===== src/rtl/mm2s_lite_slave_pkg.sv =====
// Shared definitions for the MM2S AXI-Lite register slave: register offsets, bit positions,
// FSM encoding and the LENGTH-to-beat conversion.
package mm2s_lite_slave_pkg;

    localparam int unsigned OFF_DMACR  = 32'h00;
    localparam int unsigned OFF_DMASR  = 32'h04;
    localparam int unsigned OFF_SA     = 32'h18;
    localparam int unsigned OFF_MSB    = 32'h1C;
    localparam int unsigned OFF_LEN    = 32'h28;

    localparam int unsigned BIT_RS     = 0;
    localparam int unsigned BIT_RESET  = 2;
    localparam int unsigned BIT_IOC    = 12;
    localparam int unsigned BIT_HALTED = 0;
    localparam int unsigned BIT_IDLE   = 1;

    localparam logic [1:0] RESP_OKAY = 2'b00;

    typedef enum logic [1:0] {
        StIdle = 2'd0,
        StBusy = 2'd1,
        StDone = 2'd2
    } mm2s_state_e;

    // Number of 32-bit beats covering len bytes; a full 2^24 count wraps to 0 and the
    // down-counter still yields 2^24 beats.
    function automatic logic [23:0] beats_of(input logic [31:0] len);
        return 24'((len + 32'd3) >> 2);
    endfunction

endpackage


===== src/rtl/mm2s_stream_gen.sv =====
// Beat generator: walks a 64-bit byte address in 4-byte steps and emits one AXI-Stream
// beat per step until the beat count is exhausted or a stop request is seen.
module mm2s_stream_gen (
    input  logic        clk,
    input  logic        rst,
    input  logic        i_clear,
    input  logic        i_start,
    input  logic [23:0] i_beats,
    input  logic [63:0] i_addr,
    input  logic        i_stop,
    input  logic        i_tready,
    output logic        o_tvalid,
    output logic [31:0] o_tdata,
    output logic        o_tlast,
    output logic        o_hs,
    output logic        o_last_hs
);

    logic        r_active;
    logic [23:0] r_count;
    logic [63:0] r_addr;
    logic        w_hs;
    logic        w_final;

    assign w_hs    = r_active & i_tready;
    assign w_final = (r_count == 24'd1);

    always_ff @(posedge clk or posedge rst) begin
        if (rst) begin
            r_active <= 1'b0;
            r_count  <= '0;
            r_addr   <= '0;
        end else if (i_clear) begin
            r_active <= 1'b0;
            r_count  <= '0;
            r_addr   <= '0;
        end else if (i_start) begin
            r_active <= 1'b1;
            r_count  <= i_beats;
            r_addr   <= i_addr;
        end else if (w_hs) begin
            r_count <= r_count - 24'd1;
            r_addr  <= r_addr + 64'd4;
            if (w_final || i_stop) begin
                r_active <= 1'b0;
            end
        end
    end

    assign o_tvalid  = r_active;
    assign o_tdata   = r_addr[31:0];
    assign o_tlast   = r_active & w_final;
    assign o_hs      = w_hs;
    assign o_last_hs = w_hs & w_final;

endmodule


===== src/rtl/mm2s_lite_slave.sv =====
// AXI-Lite slave for the MM2S DMA register subset; a LENGTH write launches an address stream
// and completion raises the IOC interrupt.
module mm2s_lite_slave
    import mm2s_lite_slave_pkg::*;
#(
    parameter int unsigned ADDR_W = 10,
    parameter int unsigned LEN_W  = 26
) (
    input  logic              clk,
    input  logic              rst,
    input  logic [ADDR_W-1:0] s_axi_lite_awaddr,
    input  logic              s_axi_lite_awvalid,
    output logic              s_axi_lite_awready,
    input  logic [31:0]       s_axi_lite_wdata,
    input  logic              s_axi_lite_wvalid,
    output logic              s_axi_lite_wready,
    output logic [1:0]        s_axi_lite_bresp,
    output logic              s_axi_lite_bvalid,
    input  logic              s_axi_lite_bready,
    input  logic [ADDR_W-1:0] s_axi_lite_araddr,
    input  logic              s_axi_lite_arvalid,
    output logic              s_axi_lite_arready,
    output logic [31:0]       s_axi_lite_rdata,
    output logic [1:0]        s_axi_lite_rresp,
    output logic              s_axi_lite_rvalid,
    input  logic              s_axi_lite_rready,
    output logic [31:0]       m_axis_tdata,
    output logic              m_axis_tvalid,
    input  logic              m_axis_tready,
    output logic              m_axis_tlast,
    output logic              mm2s_introut
);

    localparam logic [ADDR_W-1:0] A_DMACR = ADDR_W'(OFF_DMACR);
    localparam logic [ADDR_W-1:0] A_DMASR = ADDR_W'(OFF_DMASR);
    localparam logic [ADDR_W-1:0] A_SA    = ADDR_W'(OFF_SA);
    localparam logic [ADDR_W-1:0] A_MSB   = ADDR_W'(OFF_MSB);
    localparam logic [ADDR_W-1:0] A_LEN   = ADDR_W'(OFF_LEN);

    // AXI-Lite handshake state
    logic              r_out_en;
    logic              r_aw_held;
    logic [ADDR_W-1:0] r_aw_addr;
    logic              r_w_held;
    logic [31:0]       r_w_data;
    logic              r_bvalid;
    logic              r_rvalid;
    logic [31:0]       r_rdata;
    logic [31:0]       w_rd_data;
    logic              w_wr_fire;

    // Register file
    logic              r_rs, w_rs_d;
    logic              r_irq_en, w_irq_en_d;
    logic              r_soft_rst, w_soft_rst_d;
    logic              r_halted, w_halted_d;
    logic              r_idle, w_idle_d;
    logic              r_ioc, w_ioc_d;
    logic [31:0]       r_sa, w_sa_d;
    logic [31:0]       r_msb, w_msb_d;
    logic [LEN_W-1:0]  r_len, w_len_d;
    logic [LEN_W-1:0]  w_len_wr;
    logic [23:0]       w_beats;
    logic              w_start;

    mm2s_state_e       r_state, w_state_d;
    logic              w_fsm_idle;
    logic              w_fsm_done;
    logic              w_stream_hs;
    logic              w_stream_last_hs;

    assign w_wr_fire = r_aw_held & r_w_held;
    assign w_len_wr  = r_w_data[LEN_W-1:0];
    assign w_beats   = beats_of(32'(w_len_wr));

    assign s_axi_lite_awready = r_out_en & ~r_aw_held & ~r_bvalid;
    assign s_axi_lite_wready  = r_out_en & ~r_w_held & ~r_bvalid;
    assign s_axi_lite_arready = r_out_en & ~r_rvalid;
    assign s_axi_lite_bvalid  = r_bvalid;
    assign s_axi_lite_rvalid  = r_rvalid;
    assign s_axi_lite_rdata   = r_rdata;
    assign s_axi_lite_bresp   = RESP_OKAY;
    assign s_axi_lite_rresp   = RESP_OKAY;
    assign mm2s_introut       = r_ioc & r_irq_en;

    always_ff @(posedge clk or posedge rst) begin
        if (rst) begin
            r_out_en  <= 1'b0;
            r_aw_held <= 1'b0;
            r_aw_addr <= '0;
            r_w_held  <= 1'b0;
            r_w_data  <= '0;
            r_bvalid  <= 1'b0;
            r_rvalid  <= 1'b0;
            r_rdata   <= '0;
        end else begin
            r_out_en <= 1'b1;
            if (s_axi_lite_awready && s_axi_lite_awvalid) begin
                r_aw_held <= 1'b1;
                r_aw_addr <= s_axi_lite_awaddr;
            end
            if (s_axi_lite_wready && s_axi_lite_wvalid) begin
                r_w_held <= 1'b1;
                r_w_data <= s_axi_lite_wdata;
            end
            if (w_wr_fire) begin
                r_aw_held <= 1'b0;
                r_w_held  <= 1'b0;
                r_bvalid  <= 1'b1;
            end else if (r_bvalid && s_axi_lite_bready) begin
                r_bvalid <= 1'b0;
            end
            if (s_axi_lite_arready && s_axi_lite_arvalid) begin
                r_rvalid <= 1'b1;
                r_rdata  <= w_rd_data;
            end else if (r_rvalid && s_axi_lite_rready) begin
                r_rvalid <= 1'b0;
            end
        end
    end

    always_comb begin
        w_rd_data = '0;
        case (s_axi_lite_araddr)
            A_DMACR: begin
                w_rd_data[BIT_RS]    = r_rs;
                w_rd_data[BIT_RESET] = r_soft_rst;
                w_rd_data[BIT_IOC]   = r_irq_en;
            end
            A_DMASR: begin
                w_rd_data[BIT_HALTED] = r_halted;
                w_rd_data[BIT_IDLE]   = r_idle;
                w_rd_data[BIT_IOC]    = r_ioc;
            end
            A_SA:    w_rd_data = r_sa;
            A_MSB:   w_rd_data = r_msb;
            A_LEN:   w_rd_data = 32'(r_len);
            default: w_rd_data = '0;
        endcase
    end

    always_comb begin
        w_rs_d       = r_rs;
        w_irq_en_d   = r_irq_en;
        w_soft_rst_d = 1'b0;
        w_halted_d   = r_halted;
        w_idle_d     = r_idle;
        w_ioc_d      = r_ioc;
        w_sa_d       = r_sa;
        w_msb_d      = r_msb;
        w_len_d      = r_len;
        w_start      = 1'b0;
        if (!r_rs && w_fsm_idle) begin
            w_halted_d = 1'b1;
        end
        if (w_wr_fire) begin
            case (r_aw_addr)
                A_DMACR: begin
                    w_rs_d       = r_w_data[BIT_RS];
                    w_irq_en_d   = r_w_data[BIT_IOC];
                    w_soft_rst_d = r_w_data[BIT_RESET];
                    if (r_w_data[BIT_RS]) begin
                        w_halted_d = 1'b0;
                    end
                end
                A_DMASR: begin
                    if (r_w_data[BIT_IOC]) begin
                        w_ioc_d = 1'b0;
                    end
                end
                A_SA:  w_sa_d  = r_w_data;
                A_MSB: w_msb_d = r_w_data;
                A_LEN: begin
                    if (w_fsm_idle) begin
                        w_len_d = w_len_wr;
                        if (w_len_wr == '0) begin
                            w_idle_d = 1'b1;
                            w_ioc_d  = 1'b1;
                        end else if (r_rs && !r_halted) begin
                            w_start  = 1'b1;
                            w_idle_d = 1'b0;
                        end
                    end
                end
                default: ;
            endcase
        end
        // Completion set takes priority over a simultaneous W1C.
        if (w_fsm_done) begin
            w_idle_d = 1'b1;
            w_ioc_d  = 1'b1;
        end
        if (r_soft_rst) begin
            w_rs_d     = 1'b0;
            w_irq_en_d = 1'b0;
            w_halted_d = 1'b1;
            w_idle_d   = 1'b0;
            w_ioc_d    = 1'b0;
            w_sa_d     = '0;
            w_msb_d    = '0;
            w_len_d    = '0;
            w_start    = 1'b0;
        end
    end

    always_ff @(posedge clk or posedge rst) begin
        if (rst) begin
            r_rs       <= 1'b0;
            r_irq_en   <= 1'b0;
            r_soft_rst <= 1'b0;
            r_halted   <= 1'b1;
            r_idle     <= 1'b0;
            r_ioc      <= 1'b0;
            r_sa       <= '0;
            r_msb      <= '0;
            r_len      <= '0;
        end else begin
            r_rs       <= w_rs_d;
            r_irq_en   <= w_irq_en_d;
            r_soft_rst <= w_soft_rst_d;
            r_halted   <= w_halted_d;
            r_idle     <= w_idle_d;
            r_ioc      <= w_ioc_d;
            r_sa       <= w_sa_d;
            r_msb      <= w_msb_d;
            r_len      <= w_len_d;
        end
    end

    always_ff @(posedge clk or posedge rst) begin
        if (rst) begin
            r_state <= StIdle;
        end else begin
            r_state <= w_state_d;
        end
    end

    always_comb begin
        w_state_d = r_state;
        unique case (r_state)
            StIdle: if (w_start) w_state_d = StBusy;
            StBusy: begin
                // Clearing RS mid-transfer abandons the rest without signalling completion.
                if (w_stream_hs && !r_rs) begin
                    w_state_d = StIdle;
                end else if (w_stream_last_hs) begin
                    w_state_d = StDone;
                end
            end
            StDone:  w_state_d = StIdle;
            default: w_state_d = StIdle;
        endcase
        if (r_soft_rst) begin
            w_state_d = StIdle;
        end
    end

    always_comb begin
        w_fsm_idle = 1'b0;
        w_fsm_done = 1'b0;
        unique case (r_state)
            StIdle:  w_fsm_idle = 1'b1;
            StBusy:  ;
            StDone:  w_fsm_done = 1'b1;
            default: ;
        endcase
    end

    mm2s_stream_gen u_stream_gen (
        .clk       (clk),
        .rst       (rst),
        .i_clear   (r_soft_rst),
        .i_start   (w_start),
        .i_beats   (w_beats),
        .i_addr    ({r_msb, r_sa}),
        .i_stop    (~r_rs),
        .i_tready  (m_axis_tready),
        .o_tvalid  (m_axis_tvalid),
        .o_tdata   (m_axis_tdata),
        .o_tlast   (m_axis_tlast),
        .o_hs      (w_stream_hs),
        .o_last_hs (w_stream_last_hs)
    );

endmodule


===== config.mk =====
export PLATFORM = sky130hd
export DESIGN_NAME = mm2s_lite_slave
export DESIGN_NICKNAME = d
export VERILOG_FILES = /design/src/rtl/mm2s_lite_slave_pkg.sv /design/src/rtl/mm2s_stream_gen.sv /design/src/rtl/mm2s_lite_slave.sv
export SDC_FILE = /design/constraint.sdc
export NUM_CORES = 1
export LEC_CHECK = 0
export CAP_MARGIN = 20
export CORE_ASPECT_RATIO = 1.25
export CORE_MARGIN = 8
export CORE_UTILIZATION = 30
export DETAILED_ROUTE_END_ITERATION = 6
export GPL_ROUTABILITY_DRIVEN = 0
export SYNTH_ARGS = -nofsm -noshare
export SYNTH_HDL_FRONTEND = slang
export SYNTH_HIERARCHICAL = 1
export SYNTH_SLANG_ARGS = --single-unit
export TNS_END_PERCENT = 30

===== constraint.sdc =====
create_clock -name clk -period 7.35 [get_ports clk]
set_input_delay 1.47 -clock clk [delete_from_list [all_inputs] [get_ports clk]]
set_output_delay 1.47 -clock clk [all_outputs]
set_load 0.03 [all_outputs]

==> key figures, run 1 <==
Status
  • Status: finished, final reports clean

Finish
  • # diodes: 0
  • NumNets Final: around 1400
  • Area delta synth->final: 21.7%
  • Filler Cell Count: 3866
  • Most frequent cells in the layout: nand2_1 (256), dfrtp_1 (232), a21oi_1 (154), clkdlybuf4s50_1 (131), nor2_1 (98)
  • Layout cells sized above 1: 9.71%
  • Area of the multi-input gates: 5330 um^2
  • Commonest non-fill, non-tap cell in the layout: nand2_1
  • Seq. cell area: just under 6000 um^2

Yosys
  • Number of enable flip-flop cells after synthesis: 0
  • Post-synth top area cell: dfrtp_1
  • Most used DFF post-synth: dfrtp_1
  • #FFs+latches synth: approximately 230
  • FFs w/ async S/R, synth: 100%
  • Cell count after synthesis: 1272
  • Ys Warns: 6
  • Area fraction of the dominant cell type after synthesis: 49.8%
  • Top cells by area, synth: dfrtp_1 (50%), nand2_1 (8.2%), a21oi_1 (6.6%)
  • Mapped Area: 11700 um^2
  • Sequential area share after synthesis: between 40% and 50%
  • Avg Synthesized Cell Area: between 9 and 10 um^2
  • Yosys cell types: approximately 80

GRT
  • GR Util All Layers: between 15 and 20%
  • Number of antenna violations at the first check in global routing: 0
  • Remaining Overflow, GRT: 0
  • Largest net degree at the start of global routing: 79
  • Number of global-route vias before repair: between 10000 and 15000
  • First-pass GRT wire length: between 50000 and 60000 um

Die
  • Core region area: 38800 um^2
  • Die height: 237 um
  • Die W: about 190 um
  • Starting Density: ~30%
  • DIE AREA: approximately 46000 um^2
  • Num rows: 81
  • Boundary Pins: approximately 140

STA
  • Final Max Tran Viols: 0
  • Slew Limit Headroom: between 20% and 30%
  • Setup violators final: 0
  • Tmin final: between 4 and 5 ns
  • Final hold vios: 0
  • TNS Setup: 0 ns
  • Clock skew: 0.00851 ns
  • Worst-margin pin slew: about 1.1 ns
  • Crit share post-route: 64.8%
  • Max Freq: 0.210 GHz
  • Fin worst setup slack: 2.59 ns
  • RSZ-0062 raised after global routing: no

Route
  • Router iterations before antenna repair: 5
  • Antenna-violating nets left: 0
  • Residual DRC: 0
  • DR vias: approximately 10000
  • Routed WL per cell: approximately 20 um
  • Initial drt markers: roughly 940
  • Final Routed Wirelength: ~38000 um
  • Vias per inst: about 5.4

Worst hold path
  • Min-delay worst type: reg2reg

Clock network
  • Cts repair resizes: 0
  • Clk_lat worst skew: 0.54 ns
  • Clock buffer depth: 3
  • Clock Sinks: about 230
  • Root Driver: clkbuf_16
  • Setup bufs post-CTS: 0
  • CTS tree: built
  • # H-tree levels: 1
  • Clock transition at path regs: about 0.06 ns
  • Number of CTS-inserted buffers: 27
  • Hold_buf cts: 0

Worst setup path
  • Worst path arrival time: 3.29 ns
  • CP required: ~6 ns
  • Crit. End Element: output port
  • CP startpoint kind: flip-flop
  • Max Fanout on Critical Path: 6
  • Setup CP Type: reg2out

Placement
  • Post-DP HPWL: between 20000 and 30000 um
  • I/O Buffers: roughly 130
  • Place WS: just over 3 ns

Pwr
  • Peak VDD IR: between 0.00015 and 0.0002 V
  • Leak: between 5 and 6 nW
  • Pwr Density: 287 nW/um^2

Job
  • Number of max-cap violations: 0
[cells by family (layout without fill, tap and decap cells)]
group,Yosys count,count (layout),share of synthesized area (%)
buf+inv,127,222,4.83
flops,234,234,50.0
simple gates,533,533,21.6
mux,49,49,4.63
fa+ha+maj,3,3,0.320
compound gates,271,271,14.6
other cells,2,5,0.0641
xor+xnor,53,53,3.96
[synthesized netlist by cell type (5+ instances only)]
cell	n
nand2_1	256
dfrtp_1	233
a21oi_1	154
nor2_1	101
clkbuf_1	69
mux2_2	42
xnor2_1	37
a221oi_1	31
nand4_1	28
nand3_1	24
inv_1	22
buf_2	20
nor4_1	20
nor3_1	17
and2_1	16
xor2_1	16
a211oi_1	15
and3_1	15
o21ai_0	15
and4_1	8
a31oi_1	7
mux2i_1	7
or3_1	6
a22oi_1	5
buf_4	5
nor2b_1	5
[per-layer routing]
metal	vias up	routed length, um	GRT usage (%)
met4	0	861	4.31
met2	387	18100	26.4
met5	-	0	0
met1	4977	16100	21.9
met3	50	2670	2.25
li1	4607	-	-
[critical path: stages (launching register included)]
cell	delay [ns]
dfrtp_1	0.41
nor4_1	0.47
nand4b_1	0.33
nor4_1	0.64
and2_1	0.23
clkdlybuf4s50_1	0.67
[power breakdown]
group	switching, mW	internal (mW)	total (mW)
sequential	0.407	1.51	1.92
clock	0.543	0.802	1.34
combinational	0.419	0.413	0.832
[flip-flops by register name, indices dropped and copies added (netlist names), 2 cells and up]
name                  cells
r_aw_addr                10
r_len                    26
r_msb                    32
r_sa                     32
r_state                   2
r_w_data                 32
s_axi_lite_rdata         32
u_stream_gen/r_addr      32
u_stream_gen/r_count     24
[final timing paths]
kind                                                      start                                  end  slack, ns  cells after the start
hold / removal                            r_msb[29]$_DFFE_PP0P_                r_msb[29]$_DFFE_PP0P_       0.52                      2
setup reg to reg                        r_w_data[3]$_DFFE_PP0P_  u_stream_gen/r_addr[21]$_DFFE_PP0P_       3.13                      9
max in group asynchronous                                   rst             r_w_data[20]$_DFFE_PP0P_       4.60                      3
min in group asynchronous                                   rst              r_w_data[3]$_DFFE_PP0P_       1.48                      2
setup / recovery           u_stream_gen/r_count[16]$_DFFE_PP0P_                         m_axis_tlast       2.59                      5
hold reg to reg                           r_msb[29]$_DFFE_PP0P_                r_msb[29]$_DFFE_PP0P_       0.52                      2
[stage by stage]
| stage | area (um^2) | power [mW] | hold slack (ns) | utilization [%] | instances |
|---|---|---|---|---|---|
| 2_1_floorplan | 11700 | 2.39 | 0.471 | - | 1275 |
| 6_report | 14300 | 4.10 | 0.520 | 36.7 | 1868 |
| 3_3_place_gp | 13300 | 2.76 | 0.505 | 34.4 | 1817 |
| 4_1_cts | 14200 | 4.13 | 0.521 | 36.7 | 1867 |
| 3_5_place_dp | 13300 | 2.78 | 0.512 | 34.4 | 1817 |
| 5_1_grt | 14300 | 4.29 | 0.533 | 36.7 | 1868 |
[final cells by class]
class,count,share of cell area [%]
sequential,234,41.1
multi-input combinational,914,37.4
timing repair buffer,149,10.3
clock buffer,41,5.46
tap,498,4.37
clock inverter,9,0.763
inverter,23,0.640
Note: power is estimated with default switching activity, not from simulation.
==> run 2, diff against run 1 <==
==> constraint.sdc (replaced) <==
create_clock -name clk -period 4.85 [get_ports clk]
set_input_delay 0.97 -clock clk [delete_from_list [all_inputs] [get_ports clk]]
set_output_delay 0.97 -clock clk [all_outputs]
set_load 0.03 [all_outputs]
==> run 2 against run 1 <==
Total power grew 51%. Register-to-register slack worse by 1.9 ns. Die area unchanged. Worst setup slack worse by 1.8 ns. Global-route usage grew 0.73 points. Via count up 1.4%. Critical path depth rose by 1. Non-clock buffer count up 10. Largest cell class unchanged.
==> key figures, run 2 (same netlist as run 1, synthesis figures left out) <==
Route
  • Final Routed Wirelength: 38900 um (+3.3%)
  • Initial drt markers: 1105 (+17%)
  • Router iterations before antenna repair: 6 (+1)
  • Routed WL per cell: 20.8 um (+2.9%)
  • Vias per inst: 5.42 (+1.0%)
  • Residual DRC: 0 (unchanged)
  • Antenna-violating nets left: 0 (unchanged)
  • DR vias: 10166 (+1.4%)

GRT
  • GR Util All Layers: 16.8% (+0.73 points)
  • Number of antenna violations at the first check in global routing: 0 (unchanged)
  • Number of global-route vias before repair: 10289 (+2.9%)
  • Largest net degree at the start of global routing: 86 (+8.9%)
  • Remaining Overflow, GRT: 0 (unchanged)
  • First-pass GRT wire length: 61100 um (+3.7%)

Finish
  • Most frequent cells in the layout: nand2_1 (256), dfrtp_1 (232), a21oi_1 (154), clkdlybuf4s50_1 (131), nor2_1 (98)
  • # diodes: 0 (unchanged)
  • Filler Cell Count: 3882 (+0.41%)
  • NumNets Final: 1421 (+0.64%)
  • Layout cells sized above 1: 10.4% (+0.74 points)
  • Finished Cell Area: 14300 um^2 (+0.47%)
  • Finished Layout Cells: 1876 (+0.43%)
  • Commonest non-fill, non-tap cell in the layout: nand2_1
  • Area delta synth->final: 22.3%

Clock network
  • Clock Sinks: 234 (unchanged)
  • Clock buffer depth: 3 (unchanged)
  • # H-tree levels: 1 (unchanged)
  • Clk_lat worst skew: 0.53 ns (about the same)
  • Root Driver: clkbuf_16
  • Hold_buf cts: 0 (unchanged)
  • Number of CTS-inserted buffers: 26 (-3.7%)
  • CTS tree: built
  • Clock transition at path regs: 0.06 ns (about the same)
  • Setup bufs post-CTS: 0 (unchanged)
  • Cts repair resizes: 0 (unchanged)

Worst setup path
  • CP required: 3.88 ns (-2.00 ns)
  • Max Fanout on Critical Path: 7 (+1)
  • CP startpoint kind: flip-flop
  • Critical Path Max Stage Delay: 0.66 ns (about the same)
  • CP Cell Sequence: nor4_2 > nand4b_1 > nor4_1 > buf_4 > and2_1 > clkdlybuf4s50_1
  • Slowest-stage cell, CP: clkdlybuf4s50_1
  • FF-to-FF path depth: 11 (+2)
  • Worst path arrival time: 3.06 ns (-0.23 ns)
  • FF-to-FF Start: r_aw_addr[1]$_DFFE_PP0P_
  • Setup CP Type: reg2out
  • Crit path from: u_stream_gen/r_count[8]$_DFFE_PP0P_
  • Crit. End Element: output port

Worst hold path
  • Hold Path Depth: 1 (-1)
  • Min-delay worst type: reg2reg
  • Min-Delay Startpoint: r_aw_addr[2]$_DFFE_PP0P_

STA
  • Clock skew: 0.0141 ns (+0.00561 ns)
  • Setup violators final: 0 (unchanged)
  • Max Freq: around 0.25 GHz
  • Final hold vios: 0 (unchanged)
  • Slew Limit Headroom: 34.6% (+8.9 points)
  • Worst-margin pin slew: 0.981 ns (-0.129 ns)
  • Crit share post-route: between 80 and 90%
  • TNS Setup: 0 ns (unchanged)
  • Smallest hold slack: 0.518 ns (-0.00231 ns)
  • Tmin final: approximately 4 ns
  • Fin worst setup slack: 0.822 ns (-1.77 ns)
  • RSZ-0062 raised after global routing: no
  • Final Max Tran Viols: 0 (unchanged)

Die
  • Core region area: 38800 um^2 (unchanged)
  • Num rows: 81 (unchanged)
  • Starting Density: 30.2% (unchanged)
  • Die W: 193 um (unchanged)
  • Boundary Pins: 136 (unchanged)
  • Die height: 237 um (unchanged)
  • DIE AREA: 45700 um^2 (unchanged)

Pwr
  • Leak: 5.65 nW (+0.71%)
  • Pwr Density: 433 nW/um^2 (+51%)
  • Peak VDD IR: 0.000235 V (+49%)

Placement
  • Post-DP HPWL: 27200 um (+5.4%)
  • I/O Buffers: 131 (unchanged)
  • Place WS: 1.24 ns (-1.80 ns)
  • Placed inst area: 13500 um^2 (+0.81%)
  • Placed cells: 1828 (+0.61%)

Status
  • Status: finished, final reports clean

Job
  • Number of max-cap violations: 0 (unchanged)
## run 2: changes by cell type in the layout (fill, tap and decap cells not counted), moves of 2 or more
cell        before  now
inv_6            4    0
buf_12           0    2
buf_4           17   26
clkbuf_1         9    7
clkinvlp_4       1    3
## run 2: path summary, 6_finish.rpt
kind / endpoint / slack, ns
min in group asynchronous: s_axi_lite_rdata[27]$_DFFE_PP0P_ / 0.87
hold reg to reg: r_aw_addr[2]$_DFFE_PP0P_ / 0.52
max in group asynchronous: r_msb[23]$_DFFE_PP0P_ / 2.98
setup / recovery: m_axis_tlast / 0.82
setup reg to reg: u_stream_gen/r_addr[28]$_DFFE_PP0P_ / 1.21
hold / removal: r_aw_addr[2]$_DFFE_PP0P_ / 0.52
## run 2: critical path: cells and delay by family (launching register included)
family                 cells  cell delay, ns
and+or+nand+nor            4            1.23
buffers and inverters      2            0.85
DFF                        1            0.45
## run 2: layer usage
metal	global-route usage, %	wire [um]	up-vias	share of wire, %
li1	-	-	4618	-
met3	2.91	2950	50	7.6
met5	0	0	-	0
met1	21.9	16000	5086	41
met4	4.52	810	0	2.1
met2	28.3	19100	412	49
## run 2: layout make-up
class	count	area, um^2	share of cell area [%]
clock inverter	9	104	0.725
clock buffer	39	771	5.38
multi-input combinational	914	5330	37.2
timing repair buffer	159	1550	10.8
sequential	234	5860	40.9
tap	498	623	4.35
inverter	23	90.1	0.629
## run 2: per-stage QoR
step / power (mW) / utilization, %
floorplan: 3.62 / -
global placement: 4.19 / 34.6
detailed placement: 4.22 / 34.7
CTS: 6.24 / 36.9
global route: 6.51 / 36.9
finish: 6.20 / 36.9
## run 2: report_power, final
group	switching [mW]	leakage (nW)	internal, mW
clock network	0.810	0.425	1.20
registers	0.540	2.97	2.29
logic	0.710	2.25	0.646
==> run 3, diff against run 2 <==
==> constraint.sdc (replaced) <==
create_clock -name clk -period 4.12 [get_ports clk]
set_input_delay 0.824 -clock clk [delete_from_list [all_inputs] [get_ports clk]]
set_output_delay 0.824 -clock clk [all_outputs]
set_load 0.03 [all_outputs]
==> run 3 against run 2 <==
Final area increased by 0.36%. Via count decreased by 0.62%. Critical path depth unchanged. Clock power grew 18%. Sequential cell count unchanged. Hold slack better by 0.00083 ns. Worst setup slack worse by 0.50 ns. Combinational power up 25%. Sequential power up 15%. Total power up 18%. Critical path type unchanged. Largest power group unchanged.
==> key figures, run 3 (same netlist as run 1, synthesis figures left out) <==
Status
  • Status: finished, final reports clean

Pwr
  • Comb pwr share: 23.2% (+1.3 points)
  • Leak: 5.67 nW (+0.41%)
  • Clock share of power: 32.5% (about the same)
  • Pwr Density: 509 nW/um^2 (+18%)
  • Sw Share: 32.8% (-0.42 points)
  • Sequential Power Share: 44.3% (-1.4 points)
  • Peak VDD IR: 0.000259 V (+10%)
  • P_sw: 2.40 mW (+17%)
  • P_int: 4.92 mW (+19%)

Route
  • Router iterations before antenna repair: 7 (+1)
  • Antenna-violating nets left: 0 (unchanged)
  • Residual DRC: 0 (unchanged)
  • Initial drt markers: 841 (-24%)
  • Final Routed Wirelength: 39200 um (+0.61%)
  • DR vias: 10103 (-0.62%)
  • Routed WL per cell: 20.8 um (+0.45%)
  • Vias per inst: 5.38 (-0.78%)

Clock network
  • Clk_lat worst skew: 0.53 ns (about the same)
  • Hold_buf cts: 0 (unchanged)
  • Clock transition at path regs: 0.06 ns (about the same)
  • Clock Sinks: 234 (unchanged)
  • # H-tree levels: 1 (unchanged)
  • Root Driver: clkbuf_16
  • CTS tree: built
  • Number of CTS-inserted buffers: 26 (unchanged)
  • Clock buffer depth: 3 (unchanged)

Die
  • Starting Density: 30.2% (unchanged)
  • Boundary Pins: 136 (unchanged)
  • Die W: 193 um (unchanged)
  • Die height: 237 um (unchanged)
  • Core region area: 38800 um^2 (unchanged)
  • DIE AREA: 45700 um^2 (unchanged)
  • Num rows: 81 (unchanged)

STA
  • Clock skew: 0.0172 ns (+0.00309 ns)
  • Slew Limit Headroom: 35.0% (+0.46 points)
  • Crit share post-route: 92.3%
  • Setup violators final: 0 (unchanged)
  • Tmin final: between 3 and 4 ns
  • Final Max Tran Viols: 0 (unchanged)
  • Max Freq: between 0.2 and 0.3 GHz
  • TNS Setup: 0 ns (unchanged)
  • Worst-margin pin slew: 0.961 ns (-0.0204 ns)
  • RSZ-0062 raised after global routing: no
  • Final hold vios: 0 (unchanged)

Finish
  • Area delta synth->final: 22.7%
  • NumNets Final: 1425 (+0.28%)
  • # diodes: 0 (unchanged)
  • Finished Cell Area: 14400 um^2 (+0.36%)
  • Most frequent cells in the layout: nand2_1 (256), dfrtp_1 (232), a21oi_1 (154), clkdlybuf4s50_1 (131), nor2_1 (98)
  • Final Core Density: 37.0% (+0.13 points)
  • Layout cells sized above 1: 10.9% (+0.41 points)
  • Filler Cell Count: 3902 (+0.52%)
  • Commonest non-fill, non-tap cell in the layout: nand2_1

Worst setup path
  • Setup CP Type: reg2out
  • Slowest-stage cell, CP: clkdlybuf4s50_1
  • Crit. End Element: output port
  • Crit path max-delay family: simple AND/OR/NAND/NOR gates
  • Critical Path Max Stage Delay: 0.67 ns (about the same)
  • CP startpoint kind: flip-flop
  • Buffers & Inverters on Critical Path: 2 (unchanged)
  • CP Cell Sequence: nor4_2 > nand4b_1 > buf_4 > nor4_2 > and2_1 > clkdlybuf4s50_1
  • Worst path arrival time: 2.98 ns (-0.08 ns)
  • Max Fanout on Critical Path: 7 (unchanged)
  • CP required: 3.30 ns (-0.58 ns)
  • Most frequent CP cell: nor4_2

Placement
  • Post-DP HPWL: 27100 um (-0.15%)
  • I/O Buffers: 131 (unchanged)
  • Placed inst area: 13500 um^2 (+0.16%)

GRT
  • Met3 usage: 2.93% (+0.015 points)
  • Met2 Usage GRT: 27.2% (-1.2 points)
  • Largest net degree at the start of global routing: 110 (+28%)
  • GR Util All Layers: 16.7% (-0.13 points)
  • First-pass GRT wire length: 60200 um (-1.5%)
  • Number of antenna violations at the first check in global routing: 0 (unchanged)
  • Met1 usage: 21.9% (+0.065 points)
  • Remaining Overflow, GRT: 0 (unchanged)
  • Number of global-route vias before repair: 10128 (-1.6%)
  • GRT busiest layer: met2

Job
  • Number of max-cap violations: 0 (unchanged)

Worst hold path
  • Min-delay worst type: reg2reg
[run 3: layout make-up]
class	count	area [um^2]	area share (%)
Sequential cell	234	5860	40.8
Clock inverter	9	106	0.740
Timing Repair Buffer	163	1580	11.0
Inverter	23	90.1	0.626
Tap cell	498	623	4.33
Clock buffer	38	777	5.40
Multi-Input combinational cell	914	5350	37.2
[run 3: stage by stage]
stage | total power [mW] | setup slack (ns) | cells | hold WS, ns
2_1_floorplan | 4.26 | 0.770 | 1275 | 0.471
3_3_place_gp | 4.94 | 0.697 | 1830 | 0.499
4_1_cts | 7.37 | 0.0381 | 1877 | 0.520
5_1_grt | 7.66 | 0.191 | 1879 | 0.538
3_5_place_dp | 4.97 | 0.611 | 1830 | 0.508
6_report | 7.33 | 0.319 | 1879 | 0.518
[run 3: power groups by stage]
stage	Sequential [mW]	Clock (mW)	Combinational (mW)
final	3.25	2.38	1.70
after global routing	3.31	2.52	1.83
after CTS	3.23	2.43	1.71
after detailed placement	3.27	0	1.70
after global placement	3.24	0	1.70
after floorplan	3.18	0	1.08
[run 3: worst paths after layout]
check                                                          from  slack, ns                                   end  cells past startpoint
worst max-delay path            u_stream_gen/r_count[8]$_DFFE_PP0P_       0.32                          m_axis_tlast                      6
worst min-delay path                          r_msb[13]$_DFFE_PP0P_       0.52                 r_msb[13]$_DFFE_PP0P_                      2
worst max register to register              r_w_data[7]$_DFFE_PP0P_       0.56  u_stream_gen/r_count[22]$_DFFE_PP0P_                     10
worst min register to register                r_msb[13]$_DFFE_PP0P_       0.52                 r_msb[13]$_DFFE_PP0P_                      2
max in group asynchronous                                       rst       2.43      s_axi_lite_rdata[17]$_DFFE_PP0P_                      3
min in group asynchronous                                       rst       0.74       s_axi_lite_rdata[4]$_DFFE_PP0P_                      2
[run 3: worst register-to-register path: stages, from the launching register on]
cell and delay (ns):
dfrtp_1 0.48, nor4_1 0.47, nand4_1 0.24, or2_2 0.36, or4b_1 0.30, nor2_4 0.09
nor2_1 0.66, nand2_1 0.26, buf_4 0.24, a311oi_1 0.23, nor3_1 0.09
[run 3: metal layers]
layer | vias up | part of all wire (%) | wire length (um)
met3 | 66 | 6.5 | 2540
met5 | - | 0 | 0
met1 | 5038 | 42 | 16500
met2 | 365 | 48 | 18900
met4 | 0 | 3.2 | 1250
li1 | 4634 | - | -
[run 3: repair_timing]
item | 4_1_cts | 5_1_grt
setup buffers | 0 | 2
gates resized for setup | 0 | 1
endpoints found under the setup margin | 0 | 1
